[config.mk]
export PLATFORM = sky130hd
export DESIGN_NAME = regfile_rr_arbiter
export DESIGN_NICKNAME = d
export VERILOG_FILES = /design/src/rtl/regfile_rr_arbiter_pkg.sv /design/src/rtl/regfile_rr_arbiter_chk.sv /design/src/rtl/regfile_rr_arbiter_pick.sv /design/src/rtl/regfile_rr_arbiter.sv
export SDC_FILE = /design/constraint.sdc
export NUM_CORES = 1
export LEC_CHECK = 0
export CORE_MARGIN = 5
export CORE_UTILIZATION = 53
export CTS_CLUSTER_SIZE = 14
export DETAILED_ROUTE_END_ITERATION = 7
export GPL_ROUTABILITY_DRIVEN = 0
export GPL_TIMING_DRIVEN = 0
export PLACE_DENSITY = 0.85
export RECOVER_POWER = 50
export SYNTH_ARGS = -nofsm -noshare
export SYNTH_HDL_FRONTEND = slang
export SYNTH_SLANG_ARGS = --single-unit
[constraint.sdc]
create_clock -name clk -period 3.9 [get_ports clk]
set_input_delay 0.78 -clock clk [delete_from_list [all_inputs] [get_ports clk]]
set_output_delay 0.78 -clock clk [all_outputs]
set_load 0.01 [all_outputs]
[src/rtl/regfile_rr_arbiter_pkg.sv]
// Shared definitions for the round-robin register-bank arbiter:
// FSM state encoding, default geometry and a modulo-increment helper.
package regfile_arb_pkg;

    localparam int DEF_NREQ  = 4;
    localparam int DEF_WIDTH = 8;
    localparam int DEF_AW    = 2;

    typedef enum logic [1:0] {
        ST_IDLE   = 2'd0,
        ST_ACCESS = 2'd1,
        ST_HOLD   = 2'd2
    } arb_state_e;

    // Returns (idx + 1) mod n without needing a divider.
    function automatic int unsigned wrap_inc(input int unsigned idx, input int unsigned n);
        if (idx + 32'd1 >= n) begin
            return 32'd0;
        end else begin
            return idx + 32'd1;
        end
    endfunction

endpackage

[src/rtl/regfile_rr_arbiter_chk.sv]
// Invariant checker for the arbiter outputs; carries no design state.
module regfile_rr_arbiter_chk #(
    parameter int NREQ = 4
) (
    input logic            clk,
    input logic            reset,
    input logic [NREQ-1:0] gnt,
    input logic [NREQ-1:0] ack,
    input logic            busy
);

    a_gnt_onehot: assert property (@(posedge clk) disable iff (reset) $onehot0(gnt));
    a_ack_onehot: assert property (@(posedge clk) disable iff (reset) $onehot0(ack));
    a_ack_in_gnt: assert property (@(posedge clk) disable iff (reset) (ack & ~gnt) == {NREQ{1'b0}});
    a_busy_gnt:   assert property (@(posedge clk) disable iff (reset) busy == (|gnt));

endmodule

[src/rtl/regfile_rr_arbiter_pick.sv]
// Combinational round-robin picker: first set request at or above ptr,
// wrapping modulo NREQ.
module rr_priority_pick
    import regfile_arb_pkg::*;
#(
    parameter int NREQ = DEF_NREQ,
    parameter int PW   = $clog2(DEF_NREQ)
) (
    input  logic [NREQ-1:0] req,
    input  logic [PW-1:0]   ptr,
    output logic [NREQ-1:0] pick,
    output logic [PW-1:0]   pick_idx,
    output logic            any
);

    logic [NREQ-1:0] pick_s;
    logic [PW-1:0]   idx_s;
    logic            any_s;
    logic [PW-1:0]   cand_s;
    logic            hit_s;

    // Scan candidates in rotated order; the first hit wins.
    always_comb begin
        pick_s = {NREQ{1'b0}};
        idx_s  = {PW{1'b0}};
        any_s  = 1'b0;
        cand_s = {PW{1'b0}};
        hit_s  = 1'b0;
        for (int k = 0; k < NREQ; k++) begin
            cand_s = PW'((int'(ptr) + k) % NREQ);
            hit_s  = !any_s && req[cand_s];
            any_s  = any_s | hit_s;
            pick_s = pick_s | (NREQ'(hit_s) << cand_s);
            idx_s  = hit_s ? cand_s : idx_s;
        end
    end

    assign pick     = pick_s;
    assign pick_idx = idx_s;
    assign any      = any_s;

endmodule

[src/rtl/regfile_rr_arbiter.sv]
// Round-robin arbiter granting NREQ requesters exclusive single-access
// use of a small shared register bank.
module regfile_rr_arbiter
    import regfile_arb_pkg::*;
#(
    parameter int NREQ  = DEF_NREQ,
    parameter int WIDTH = DEF_WIDTH,
    parameter int DEPTH = 4,
    parameter int AW    = DEF_AW
) (
    input  logic                  clk,
    input  logic                  reset,
    input  logic [NREQ-1:0]       req,
    input  logic [NREQ-1:0]       wr,
    input  logic [NREQ*AW-1:0]    addr,
    input  logic [NREQ*WIDTH-1:0] wdata,
    output logic [NREQ-1:0]       gnt,
    output logic [NREQ-1:0]       ack,
    output logic [WIDTH-1:0]      rdata,
    output logic                  busy
);

    localparam int PW = $clog2(NREQ);

    arb_state_e       state_r;
    logic [PW-1:0]    ptr_r;
    logic [PW-1:0]    g_idx_r;
    logic [NREQ-1:0]  gnt_r;
    logic [NREQ-1:0]  ack_r;
    logic [WIDTH-1:0] rdata_r;
    logic             busy_r;
    logic [WIDTH-1:0] bank_r [DEPTH];

    logic [NREQ-1:0]  pick_s;
    logic [PW-1:0]    pick_idx_s;
    logic             any_s;
    logic [PW-1:0]    ptr_next_s;
    logic [AW-1:0]    g_addr_s;
    logic [WIDTH-1:0] g_wdata_s;
    logic             g_wr_s;
    logic             g_req_s;

    rr_priority_pick #(
        .NREQ (NREQ),
        .PW   (PW)
    ) u_pick (
        .req      (req),
        .ptr      (ptr_r),
        .pick     (pick_s),
        .pick_idx (pick_idx_s),
        .any      (any_s)
    );

    // Route the granted requester's command fields and compute the next pointer.
    always_comb begin
        g_addr_s   = addr[int'(g_idx_r)*AW +: AW];
        g_wdata_s  = wdata[int'(g_idx_r)*WIDTH +: WIDTH];
        g_wr_s     = wr[g_idx_r];
        g_req_s    = req[g_idx_r];
        ptr_next_s = PW'(wrap_inc(32'(pick_idx_s), 32'(NREQ)));
    end

    // Arbitration FSM and bank storage; reset wins over any access in flight.
    always_ff @(posedge clk) begin
        if (reset) begin
            state_r <= ST_IDLE;
            ptr_r   <= {PW{1'b0}};
            g_idx_r <= {PW{1'b0}};
            gnt_r   <= {NREQ{1'b0}};
            ack_r   <= {NREQ{1'b0}};
            rdata_r <= {WIDTH{1'b0}};
            busy_r  <= 1'b0;
            for (int i = 0; i < DEPTH; i++) begin
                bank_r[i] <= {WIDTH{1'b0}};
            end
        end else begin
            case (state_r)
                ST_IDLE: begin
                    ack_r <= {NREQ{1'b0}};
                    if (any_s) begin
                        gnt_r   <= pick_s;
                        g_idx_r <= pick_idx_s;
                        ptr_r   <= ptr_next_s;
                        state_r <= ST_ACCESS;
                        busy_r  <= 1'b1;
                    end else begin
                        gnt_r   <= {NREQ{1'b0}};
                        state_r <= ST_IDLE;
                        busy_r  <= 1'b0;
                    end
                end
                ST_ACCESS: begin
                    if (g_wr_s) begin
                        bank_r[g_addr_s] <= g_wdata_s;
                    end else begin
                        rdata_r <= bank_r[g_addr_s];
                    end
                    ack_r   <= gnt_r;
                    state_r <= ST_HOLD;
                    busy_r  <= 1'b1;
                end
                ST_HOLD: begin
                    // No second access until the owner has released its request.
                    ack_r <= {NREQ{1'b0}};
                    if (!g_req_s) begin
                        gnt_r   <= {NREQ{1'b0}};
                        state_r <= ST_IDLE;
                        busy_r  <= 1'b0;
                    end else begin
                        state_r <= ST_HOLD;
                        busy_r  <= 1'b1;
                    end
                end
                default: begin
                    gnt_r   <= {NREQ{1'b0}};
                    ack_r   <= {NREQ{1'b0}};
                    state_r <= ST_IDLE;
                    busy_r  <= 1'b0;
                end
            endcase
        end
    end

    assign gnt   = gnt_r;
    assign ack   = ack_r;
    assign rdata = rdata_r;
    assign busy  = busy_r;

    regfile_rr_arbiter_chk #(
        .NREQ (NREQ)
    ) u_chk (
        .clk   (clk),
        .reset (reset),
        .gnt   (gnt_r),
        .ack   (ack_r),
        .busy  (busy_r)
    );

endmodule

After elaboration in Yosys (flattened, before gate mapping)
Memories as Yosys holds them, arrays and structs flattened. A register that Yosys moved wholly into a read port is not among the register bits.
Index checks and enable logic that the tools add are counted.
- $add $sub $neg: 4
- order comparisons: 6
- eq/ne operators: 3
- shift operators: 6
- multiplexer cells: 35
- bitwise operators: 8
- reductions and logical operators: 12
- operators by type and width (cell ; number):
    indexed part select 32 x 6 -> 8 bit ; 1
    2-to-1 mux 1 bit ; 16
    left shift 1 x 2 -> 4 bit ; 4
    < comparator 2 x 3 -> 1 bit (second input constant) ; 5
    2-to-1 mux 2 bit ; 7
    binary-select mux 1 bit (select 2 bit) ; 6
    OR 4 bit ; 3
    one-hot mux 4 bit (3 select lines) ; 1
    2-to-1 mux 4 bit ; 2
    2-to-1 mux 8 bit ; 1
    OR reduction 8 bit ; 1
    indexed part select 8 x 4 -> 2 bit ; 1
    one-hot mux 2 bit (3 select lines) ; 1
    AND reduction 2 bit ; 3
    adder 2 bit (second input constant) ; 2
    adder 2 x 1 -> 3 bit (second input constant) ; 1
    greater-or-equal comparator 3 bit (second input constant) ; 1
    logical AND 1 bit ; 3
    zero test 1 bit ; 3
    OR 1 bit ; 3
    one-hot mux 1 bit (3 select lines) ; 1
    adder 2 x 1 -> 2 bit (second input constant) ; 1
    == test 2 x 1 -> 1 bit (second input constant) ; 1
    == test 2 bit (second input constant) ; 1
    other kinds (4) ; 5
- flip-flop bits (word level): 15
- RAM bits: 32
- input bits: 50
- output and inout port bits: 17
- word-level logic and storage cells: 81
- memories kept: 1
- memories (memory ; words ; width ; read ports ; clocked after memory_dff ; wr ports ; RTL line ; RTL):
    bank_r ; 4 ; 8 ; 1 ; 1 ; 4 ; regfile_rr_arbiter.sv:32 ; logic [WIDTH-1:0] bank_r [DEPTH];

Longest topological paths before layout
- depth in word-level cells: 14
- gate-level depth with buffers: 7
- depth with buffers taken out: 6

Modules after synthesis
A second synthesis with hierarchy kept.
- cells, all modules: 220
- area, all modules: 2768.9 µm²
- by module, submodules not included (module ; instances ; cells an instance ; area each (µm²) ; seq. area each (µm²)):
    regfile_rr_arbiter ; 1 ; 190 ; 2573.7 ; 1421.4
    rr_priority_pick ; 1 ; 30 ; 195.2 ; 0.0

Least setup slack after synthesis
No wires, ideal clock.
- path kind: input-to-reg
- start: in wr[1]
- end: mem bank_r[3][0] in the netlist's numbering, enable pin
- library setup time: 387 ps
- arrival time: 1994 ps
- required time: 3513 ps
- slack: 1519 ps
- cell stages on the path: 4
- path through: mux4_2 buf_2 nand2_1 o31ai_1
- RTL lines (item ; RTL line ; RTL):
    from (decl) ; regfile_rr_arbiter.sv:14 ; input logic [NREQ-1:0] wr,
    to (decl) ; regfile_rr_arbiter.sv:32 ;

==> results.md <==
| Item | Value | Unit |
| --- | --- | --- |
| P&R area growth vs syn | 30.1 | % |
| Die boundary width | 82.0 | um |
| Insertion delay of the later-clocked pin in the worst-skew pair | 0.31 | ns |
| Worst-case vdd ir drop | 0.203 | mV |
| Worst hold start | gnt[1] | - |
| Count of standard-cell rows | 26 | - |
| Drt wl/cell | 17.0 | um |
| CP endpoint kind | flip-flop | - |
| Area share of the largest cell type after synthesis | 35.0 | % |
| Type of element launching the critical path | input pin | - |
| Final hold violation count | 0 | - |
| All-layer global routing usage | 20.8 | % |
| Antenna violations before repair | 0 | - |
| Resize count post-CTS | 0 | - |
| Count of input and output buffers | 65 | - |
| Signal arrival time at the worst endpoint | 2.92 | ns |
| Max-slew violations | 0 | - |
| Clock sink count | 55 | - |
| Total congestion overflow | 0 | - |
| Max-slew headroom | 19.0 | % |
| CTS tree | built | - |
| Type of the worst setup path | in -> reg | - |
| Max-cap violation count | 0 | - |
| Flop-to-flop setup slack | 1.19 | ns |
| Buffer type at the clock tree root | sky130_fd_sc_hd__clkbuf_8 | - |
| Power density over the cells | 400 | nW/um^2 |
| Post-layout minimum cycle time | 2.99 | ns |
| Main area contributors after synthesis | sky130_fd_sc_hd__edfxtp_1 35%, sky130_fd_sc_hd__dfxtp_1 17%, sky130_fd_sc_hd__mux4_2 9.0%, sky130_fd_sc_hd__and2_1 6.4%, sky130_fd_sc_hd__nand2_1 3.6% | - |
| Proportion of layout cells with a drive suffix above 1 | 13.4 | % |
| Unrepaired setup endpoints after global routing | no | - |
| Worst R2R End | bank_r[3][1] | - |
| Utilization after layout | 70.4 | % |
| Number of nets at the end of the flow | 354 | - |
| Post-synthesis net count | 282 | - |
| Count of routing violations after the opening detailed-route iteration | 107 | - |
| Total core area | 5070 | um^2 |
| Pin count of the biggest net entering global routing | 17 | - |
| Count of mapped cells out of synthesis | 232 | - |
| Largest area contributor in the synthesized netlist | sky130_fd_sc_hd__edfxtp_1 | - |
| Count of yosys warnings during synthesis | 0 | - |
| Number of endpoints failing setup at the final stage | 0 | - |
| DRC | 0 | - |
| Path category of the worst min-delay check | reg -> reg | - |
| Synth Flop Type | sky130_fd_sc_hd__edfxtp_1 | - |
| Start point of the critical path | wr[3] | - |
| Outcome | complete, no violations | - |
| Depth of the worst register-to-register path | 4 | - |
| Height of the die | 82.0 | um |
| Number of vias after detailed routing | 2125 | - |
| Filler cells | 398 | - |
| Number of detailed-routing iterations run before antenna repair | 4 | - |
| Most common library cell in the layout ignoring fill and taps | sky130_fd_sc_hd__clkdlybuf4s50_1 | - |
| Syn Std Cell Area | 2740 | um^2 |
| RR Startpoint | g_idx_r[1] | - |
| CTS clk-pin slew, worst paths | 0.09 | ns |
| Synthesized flop and latch total | 55 | - |
| Ant. Diodes | 0 | - |
| CTS Hold Bufs | 0 | - |
| Count of antenna-violating nets left after detailed routing | 0 | - |
| Worst setup endpoint | bank_r[3][1] | - |
| Top library cells by usage in the layout, fill and taps aside | 45 x sky130_fd_sc_hd__clkdlybuf4s50_1, 32 x sky130_fd_sc_hd__edfxtp_1, 26 x sky130_fd_sc_hd__nand2_1 | - |
| Boundary Pins | 67 | - |
| Effective utilization at floorplan | 54.1 | % |
| Leakage | 0.00133 | uW |
| Largest fanout on the critical path | 10 | - |
| Yosys cell types | 49 | - |
| Sum of negative setup slack | 0 | ns |
| Setup Fix Bufs, Post-CTS | 0 | - |
| Routed via count divided by cell count | 5.67 | - |
| Wire length of the first global-routing pass | 10.3 | mm |
| Portion of the clock cycle consumed by the worst path in the final layout | 76.6 | % |
| Fraction of registers with async set/reset | 0 | % |
| Clock tree buffer depth | 2 | - |
| Required time at the worst-slack endpoint | 3.83 | ns |
| Synthesized area per cell | 11.8 | um^2 |
| EDFF count, synth | 32 | - |
| Sequential element share of the synthesized area | 51.8 | % |
| Drt total wl | 6.38 | mm |
| Clock tree skew after final layout | 0.00846 | ns |
| TritonCTS Buffers | 5 | - |
| Transition time of the tightest slew-check pin | 1.20 | ns |
| Die Area | 6720 | um^2 |
| Upper clock frequency limit | 335 | MHz |
| Placed wire-length estimate | 4.91 | mm |
| Level count of the clock H-tree | 2 | - |
| Number of global-route vias before repair | 2165 | - |
-- per-stage QoR --
stage / instances / hold slack (ns) / setup slack (ns) / area, um^2 / total power, uW
5_1_grt: 375 / 0.508 / 0.721 / 3570 / 1480
3_5_place_dp: 367 / 0.447 / 0.698 / 3480 / 1080
2_1_floorplan: 232 / 0.474 / 1.52 / 2740 / 930
6_report: 375 / 0.461 / 0.912 / 3570 / 1430
3_3_place_gp: 367 / 0.448 / 0.759 / 3480 / 1070
4_1_cts: 375 / 0.462 / 1.04 / 3590 / 1440
-- layer usage --
layer  share of wire (%)  global-route usage [%]
met2                  52                    37.6
met5                   0                       0
met4                 1.4                    6.15
met1                  39                    24.8
met3                 7.7                    4.17
-- registers in the layout (all words and copies together) (netlist names), named ones only --
| signal | count |
|---|---|
| ack | 4 |
| bank_r | 32 |
| busy | 1 |
| g_idx_r | 2 |
| gnt | 4 |
| ptr_r | 1 |
| rdata | 8 |
| state_r | 2 |
-- worst min-delay path by stage --
| stage | slack [ns] | to | cells after the start |
|---|---|---|---|
| after floorplan | 0.47 | gnt[1] | 2 |
| after global placement | 0.45 | gnt[1] | 2 |
| after detailed placement | 0.45 | gnt[1] | 2 |
| after CTS | 0.46 | gnt[1] | 2 |
| after global routing | 0.51 | ack[1] | 1 |
| final | 0.46 | gnt[1] | 2 |
-- Yosys cell counts (3+ instances only) --
library cell	instances
sky130_fd_sc_hd__a21oi_1	4
sky130_fd_sc_hd__a311oi_1	7
sky130_fd_sc_hd__and2_1	28
sky130_fd_sc_hd__and3_1	8
sky130_fd_sc_hd__buf_2	6
sky130_fd_sc_hd__clkbuf_1	4
sky130_fd_sc_hd__dfxtp_1	23
sky130_fd_sc_hd__edfxtp_1	32
sky130_fd_sc_hd__inv_1	6
sky130_fd_sc_hd__mux2_2	8
sky130_fd_sc_hd__mux2i_1	3
sky130_fd_sc_hd__mux4_2	11
sky130_fd_sc_hd__nand2_1	26
sky130_fd_sc_hd__nand2b_1	5
sky130_fd_sc_hd__nand3_1	3
sky130_fd_sc_hd__nor2_1	3
sky130_fd_sc_hd__o21ai_0	7
sky130_fd_sc_hd__o22ai_1	10
-- worst max-delay path: stages --
cell and delay (ns):
sky130_fd_sc_hd__dlygate4sd3_1 0.52, sky130_fd_sc_hd__mux4_2 0.29, sky130_fd_sc_hd__clkbuf_1 0.28, sky130_fd_sc_hd__nand2_1 0.09, sky130_fd_sc_hd__o31ai_1 0.96
-- report_power, final --
group | switching [uW] | internal [uW]
logic | 191 | 184
clock network | 187 | 188
registers | 19.2 | 659
-- logic make-up after synthesis --
logic type             synth area share (%)
AOI/OAI and AO/OA                      11.8
buffers and inverters                  3.47
DFF                                    51.8
muxes                                  14.6
and+or+nand+nor                        18.3
-- cell type report --
cell class	instances	area (um^2)	share of cell area, %
clock buffers	5	68.8	1.93
flip-flops and latches	55	1420	39.8
inverters	6	22.5	0.631
clock inverters	3	38.8	1.09
plain buffers	14	70.1	1.96
well taps	70	87.6	2.45
multi-input cells	157	1210	33.9
repair buffers	65	651	18.2
No activity file was read; power rests on OpenSTA's default activity.
